**config.mk**
```make
export PLATFORM = sky130hd
export DESIGN_NAME = miner_hash_sequencer
export DESIGN_NICKNAME = d
export VERILOG_FILES = /design/src/rtl/miner_hash_sequencer.sv
export SDC_FILE = /design/constraint.sdc
export NUM_CORES = 1
export LEC_CHECK = 0
export ABC_AREA = 1
export CAP_MARGIN = 20
export CORE_ASPECT_RATIO = 1.75
export CORE_MARGIN = 10
export CORE_UTILIZATION = 40
export DETAILED_ROUTE_END_ITERATION = 6
export PLACE_DENSITY = 0.64
export REMOVE_ABC_BUFFERS = 1
export SETUP_SLACK_MARGIN = 0.15
export SYNTH_ARGS = -nofsm -noshare
export SYNTH_HDL_FRONTEND = slang
export SYNTH_SLANG_ARGS = --single-unit
```
**constraint.sdc**
```tcl
create_clock -name clk -period 1.7 [get_ports clk]
set_input_delay 0.255 -clock clk [delete_from_list [all_inputs] [get_ports clk]]
set_output_delay 0.255 -clock clk [all_outputs]
set_load 0.02 [all_outputs]
```
**src/rtl/miner_hash_sequencer.sv**
```systemverilog
// Control sequencer for double SHA-256: MSA/COMP/ADD enables over NUM_BLOCKS blocks plus one final pass.
// Latency: msa_en one cycle after hash_start; done (NUM_BLOCKS+1)*(MSA_CYCLES+COMP_CYCLES+1)+1 cycles after it.
// Backpressure: hold freezes state/counter and masks enables; abort > hash_start > hold.
module miner_hash_sequencer #(
    parameter int NUM_BLOCKS  = 2,
    parameter int MSA_CYCLES  = 48,
    parameter int COMP_CYCLES = 64,
    localparam int BLK_W = (NUM_BLOCKS > 1) ? $clog2(NUM_BLOCKS) : 1,
    localparam int MAX_C = (MSA_CYCLES > COMP_CYCLES) ? MSA_CYCLES : COMP_CYCLES,
    localparam int CNT_W = $clog2(MAX_C + 1)
) (
    input  logic             clk,
    input  logic             n_rst,
    input  logic             hash_start,
    input  logic             abort,
    input  logic             hold,
    output logic [BLK_W-1:0] blk_idx,
    output logic             pass2,
    output logic             msa_en,
    output logic             comp_en,
    output logic             add_en,
    output logic             msa2_en,
    output logic             comp2_en,
    output logic             add2_en,
    output logic             busy,
    output logic             done
);

    typedef enum logic [2:0] {
        S_IDLE = 3'd0,
        S_MSA  = 3'd1,
        S_COMP = 3'd2,
        S_ADD  = 3'd3,
        S_DONE = 3'd4
    } state_t;

    localparam logic [CNT_W-1:0] MSA_LAST  = CNT_W'(MSA_CYCLES - 1);
    localparam logic [CNT_W-1:0] COMP_LAST = CNT_W'(COMP_CYCLES - 1);
    localparam logic [BLK_W-1:0] BLK_LAST  = BLK_W'(NUM_BLOCKS - 1);

    state_t           state_q, state_d;
    logic [CNT_W-1:0] cnt_q, cnt_d;
    logic [BLK_W-1:0] blk_q, blk_d;
    logic             pass2_q, pass2_d;
    logic             busy_q, busy_d;

    always_comb begin
        state_d = state_q;
        cnt_d   = cnt_q;
        blk_d   = blk_q;
        pass2_d = pass2_q;
        if (abort) begin
            state_d = S_IDLE;
            cnt_d   = '0;
            blk_d   = '0;
            pass2_d = 1'b0;
        end else if (hash_start) begin
            state_d = S_MSA;
            cnt_d   = '0;
            blk_d   = '0;
            pass2_d = 1'b0;
        end else begin
            case (state_q)
                S_MSA: if (!hold) begin
                    if (cnt_q == MSA_LAST) begin
                        state_d = S_COMP;
                        cnt_d   = '0;
                    end else begin
                        cnt_d = cnt_q + CNT_W'(1);
                    end
                end
                S_COMP: if (!hold) begin
                    if (cnt_q == COMP_LAST) begin
                        state_d = S_ADD;
                        cnt_d   = '0;
                    end else begin
                        cnt_d = cnt_q + CNT_W'(1);
                    end
                end
                S_ADD: if (!hold) begin
                    cnt_d = '0;
                    if (pass2_q) begin
                        state_d = S_DONE;
                    end else if (blk_q == BLK_LAST) begin
                        state_d = S_MSA;
                        pass2_d = 1'b1;
                        blk_d   = '0;
                    end else begin
                        state_d = S_MSA;
                        blk_d   = blk_q + BLK_W'(1);
                    end
                end
                S_DONE: begin
                    state_d = S_IDLE;
                    blk_d   = '0;
                    pass2_d = 1'b0;
                end
                default: state_d = S_IDLE;
            endcase
        end
        busy_d = (state_d != S_IDLE);
    end

    always_ff @(posedge clk or negedge n_rst) begin
        if (!n_rst) begin
            state_q <= S_IDLE;
            cnt_q   <= '0;
            blk_q   <= '0;
            pass2_q <= 1'b0;
            busy_q  <= 1'b0;
        end else begin
            state_q <= state_d;
            cnt_q   <= cnt_d;
            blk_q   <= blk_d;
            pass2_q <= pass2_d;
            busy_q  <= busy_d;
        end
    end

    // Pulses are qualified by this cycle's controls so a stalled or cancelled phase never kicks the datapath.
    logic go;
    logic first_cyc;
    assign go        = !abort && !hash_start && !hold;
    assign first_cyc = (cnt_q == '0) && go;

    assign msa_en   = (state_q == S_MSA)  && first_cyc && !pass2_q;
    assign msa2_en  = (state_q == S_MSA)  && first_cyc &&  pass2_q;
    assign comp_en  = (state_q == S_COMP) && first_cyc && !pass2_q;
    assign comp2_en = (state_q == S_COMP) && first_cyc &&  pass2_q;
    assign add_en   = (state_q == S_ADD)  && go && !pass2_q;
    assign add2_en  = (state_q == S_ADD)  && go &&  pass2_q;
    assign done     = (state_q == S_DONE) && !abort && !hash_start;

    assign blk_idx = blk_q;
    assign pass2   = pass2_q;
    assign busy    = busy_q;

endmodule

```
* Word level (Yosys, flattened, before mapping)
Index checks and enable logic that the tools add are counted.
** Operators by class
- $add $sub $neg :: 2
- Eq/ne operators :: 10
- Mux-type cells :: 29
- Reduce and logical (&&, ||, !) cells :: 25
** Operators by type and width (number)
- 2-to-1 mux 7 bit :: 7
- 2-to-1 mux 3 bit :: 8
- one-hot mux 7 bit (3 select lines) :: 1
- != test 4 bit (second input constant) :: 4
- equality test 7 x 6 -> 1 bit (second input constant) :: 2
- logical AND 1 bit :: 14
- 2-to-1 mux 1 bit :: 10
- one-hot mux 3 bit (3 select lines) :: 1
- adder 7 x 1 -> 7 bit (second input constant) :: 1
- logical NOT 7 bit :: 1
- equality test 3 x 2 -> 1 bit (second input constant) :: 2
- nonzero test 5 bit :: 1
- logical NOT 1 bit :: 4
- one-hot mux 1 bit (2 select lines) :: 2
- AND reduction 4 bit :: 1
- nonzero test 4 bit :: 1
- equality test 3 x 1 -> 1 bit (second input constant) :: 1
- equality test 3 bit (second input constant) :: 1
- AND reduction 3 bit :: 1
- nonzero test 3 bit :: 1
- AND reduction 2 bit :: 1
- adder 1 bit (second input constant) :: 1
** Word-level totals
- Flip-flop bits (word level) :: 13
- Input port bits :: 5
- Word-level logic and storage cells :: 71

* Depth between registers and ports, before layout
Gate-level depths: netlist of run 1.
- Depth in word-level cells :: 7
- Mapped depth :: 10
- Mapped depth without buffers :: 10

* Least setup slack after synthesis of run 1
No wires, ideal clock.
- Path kind :: reg2out
- Start point :: register cnt_q[0]
- End point :: output msa2_en
- Arrival :: 1186 ps
- Setup slack :: 259 ps
- Stages on the path, launching flop included :: 7
- Buffers on the path :: 0
- Cells stage by stage :: dfrtp_1 -> inv_1 -> ha_1 -> nand4_1 -> nor2_1 -> nand2_1 -> nor2_1
** On the way
- Longest elaborated chain between the ends :: 4
** Ends and longest elaborated chain
- from (decl) :: line 42 : logic [CNT_W-1:0] cnt_q, cnt_d;
- from (signal assigned) :: line 113 : cnt_q <= cnt_d;
- logical NOT 7 bit :: line 124 : assign first_cyc = (cnt_q == '0) && go;
- logical AND 1 bit :: line 124
- logical AND 1 bit (2 in a row) :: line 127 : assign msa2_en = (state_q == S_MSA) && first_cyc && pass2_q;
- to (decl) :: line 22 : output logic msa2_en,
Every way passes these cells.

* Worst setup path after layout of run 1
- Start point :: register cnt_q[0]
- End point :: output msa_en
** On the way
- Longest elaborated chain between the ends :: 4
** Ends and longest elaborated chain
- logical NOT 7 bit :: line 124
- logical AND 1 bit :: line 124
- logical AND 1 bit (2 in a row) :: line 126 : assign msa_en = (state_q == S_MSA) && first_cyc && !pass2_q;
- to (decl) :: line 19 : output logic msa_en,
Every way passes these cells.

==> results of run 1 <==
-- metrics by stage --
stage / power [mW] / utilization, %
floorplan: 0.372 / -
global placement: 0.427 / 58.1
detailed placement: 0.429 / 58.1
CTS: 0.715 / 59.7
global route: 0.756 / 67.1
finish: 0.715 / 67.1
-- final timing paths --
check / cells past startpoint / slack [ps] / startpoint / to
setup / recovery: 7 / -3 / cnt_q[0]$_DFFE_PN0P_ / msa_en
hold / removal: 2 / 330 / n_rst / state_q[2]$_DFF_PN0_
setup reg to reg: 12 / 100 / cnt_q[1]$_DFFE_PN0P_ / busy$_DFF_PN0_
hold reg to reg: 2 / 520 / blk_idx$_DFFE_PN0P_ / blk_idx$_DFFE_PN0P_
max in group asynchronous: 2 / 1180 / n_rst / pass2$_DFFE_PN0P_
min in group clk: 3 / 470 / abort / state_q[1]$_DFF_PN0_
-- cells by family after synthesis --
| family | after synthesis |
|---|---|
| and+or+nand+nor | 79 |
| buffers and inverters | 23 |
| DFF | 13 |
| adders and majority gates | 2 |
| AOI/OAI and AO/OA | 18 |
-- Yosys cell counts --
cell / count / area, µm²
nand3_2: 1 / 10.0
a21boi_1: 1 / 7.51
ha_1: 2 / 25.0
nand2_2: 5 / 31.3
nand3_4: 1 / 17.5
a31oi_1: 1 / 6.26
nor3_1: 3 / 15.0
nor2_2: 3 / 18.8
o21ai_0: 2 / 10.0
inv_1: 17 / 63.8
o21ai_1: 4 / 20.0
nor2_4: 3 / 33.8
nand4_1: 2 / 12.5
nand2_4: 2 / 22.5
dfrtp_1: 13 / 325
nor3_2: 1 / 10.0
nor2_1: 20 / 75.1
o22ai_1: 1 / 6.26
a21oi_1: 8 / 40.0
inv_2: 5 / 18.8
o21bai_2: 1 / 11.3
nand2_1: 31 / 116
inv_4: 1 / 6.26
nand3_1: 7 / 35.0
-- metal layers --
layer  wire length, µm  global-route usage, %
met5                 0                      0
met4                72                   5.05
met3                70                   1.98
met2              1720                   23.9
met1               936                   10.5
-- worst max-delay path: cells and delay by family (launching register included) --
kind                     cells  cell delay [ps]
AND/OR/NAND/NOR              4              450
adder cells (fa/ha/maj)      1              120
buffers and inverters        2              240
flip-flops                   1              390
-- what timing repair did --
item                                    CTS  global route
pin swaps                                 1            15
resized for setup                        40            37
buffers inserted                          2             3
endpoints found under the setup margin    8            16
-- state kept, by name, indices dropped and copies added (netlist names) --
| register | count |
|---|---|
| state_q | 3 |
| cnt_q | 7 |
| busy | 1 |
| blk_idx | 1 |
| pass2 | 1 |
-- power by group through the flow --
| stage | sequential [mW] | combinational, mW | clock (mW) |
|---|---|---|---|
| floorplan | 0.326 | 0.0463 | 0 |
| global placement | 0.324 | 0.104 | 0 |
| detailed placement | 0.324 | 0.105 | 0 |
| CTS | 0.318 | 0.106 | 0.291 |
| global route | 0.320 | 0.131 | 0.306 |
| finish | 0.319 | 0.117 | 0.279 |
-- layout make-up --
class | count | area [µm²] | share of cell area, %
tap | 25 | 31.3 | 2.05
multi-input combinational | 99 | 656 | 43.0
sequential | 13 | 327 | 21.4
clock buffer | 4 | 45.0 | 2.95
inverter | 23 | 91.3 | 5.99
timing repair buffer | 47 | 375 | 24.6
==> impl_metrics.ini, run 1 <==
[outcome]
status = finished, violations left
violations = setup timing

[global_route]
grt_pass1_wl_mm = 4.69
track_usage_pct = 11.8
grt_pass1_vias = 1122
grt_max_degree = 14
antenna_found_initial = 0
globalRouteOverflowTotal = 0

[flow_run]
drv_cap = 0

[routing]
viasPerCell = 4.99
via_count = 1053
antenna_left = 0
wl_per_cell_um = 13.2
first_iter_violations = 13
drc_errors = 0
wl_mm = 2.79
drt-pass1-iter-count = 3

[timing]
rsz0062_at_grt = yes
holdWs_ps = 330
fin_crit_sh_pct = 100
slew_viol_final = 0
setup_slack_ps = -3.25
worstMarginPinSlew_ps = 279
slew_headroom_pct = 81.3
finalHoldViolations = 0
fin_skew_ps = 2.16
fmax_mhz = 587
period_needed_ps = 1700
tns_ps = -3.25
finalSetupViolCount = 1

[yosys]
synthAdderAreaFrac_pct = 2.67
syn-cell-area_um2 = 938
yosys_warnings = 0
synth_top_family_by_area = simple AND/OR/NAND/NOR gates
netlist_instances = 135
synth-seq-cells = 13
yosys.area_share.simple_pct = 42.4
synth.distinct_cells = 24
synth-compound-area-share_pct = 10.8
synth-seq-area-share_pct = 34.7
synth_xor_area_share_pct = 0
muxShareOfSynthArea_pct = 0
syn_area_per_cell_um2 = 6.95

[cts]
insertion_delay_ps = 240
tritoncts = yes
clock_path_buffers = 2
clk_pin_slew_worst_paths_ps = 60
cts.sinks = 13
cts-hold-fix-buffers = 0
cts_buffers = 3
cts_htree_levels = 1
clock-root-buffer = clkbuf_8

[floorplan]
io_pins = 15
dieHeight_um = 84.1
initial_core_util_pct = 41.3
die_area_um2 = 4760
die_w_um = 56.6
rows = 23
coreArea_um2 = 2270

[final_layout]
final_common_cell = buf_4
layout.nets = 194
final_area_um2 = 1530
fin_cells = 211
area_growth_pct = 62.5
antenna_cells = 0
num-fill-cells = 202
drive_gt1_share_pct = 46.8
final_cell_mix = buf_4, nand2_1, nor2_1, inv_1, dfrtp_1

[placed_design]
hpwl_mm = 2.15
place_area_um2 = 1320
portBuffers = 14
gp_congestion = 0.813
dpl.cell_count = 202
pre_cts_slack_ps = -497

[worst_setup_path]
worstPathArrival_ps = 1450
critPathMaxFanout = 2
path_cells = inv_2, ha_4, nand4_1, nor2_2, nand2_1, nor2_1, buf_4
cpPeakStageDelay_ps = 390
startpoint_type = flip-flop
crit_path_end_kind = output pin
critical-path-slowest-cell = dfrtp_1
path_class = flip-flop to output pin
critPathRequiredTime_ps = 1440

[power_and_ir_drop]
p_switching_mw = 0.183
p_clk_share_pct = 39.0
peakVddDrop_uv = 382
p_int_mw = 0.532
p_comb_share_pct = 16.4
leakage_nw = 0.814
netSwitchingFraction_pct = 25.6
powerDensity_nw_per_um2 = 469
power_frac_seq_pct = 44.7

[min_path]
min_path_type = input port to asynchronous set/reset pin
Note: power is estimated with default switching activity, not from simulation.
==> run 2: changes to the inputs <==
--- a/config.mk
+++ b/config.mk
@@ -10,6 +10,7 @@
 export CORE_ASPECT_RATIO = 1.75
 export CORE_MARGIN = 10
 export CORE_UTILIZATION = 40
+export CTS_CLUSTER_DIAMETER = 40
 export DETAILED_ROUTE_END_ITERATION = 6
 export PLACE_DENSITY = 0.64
 export REMOVE_ABC_BUFFERS = 1
==> results of run 2 <==
The final DEF is identical to that of run 1; final timing and power are the same.
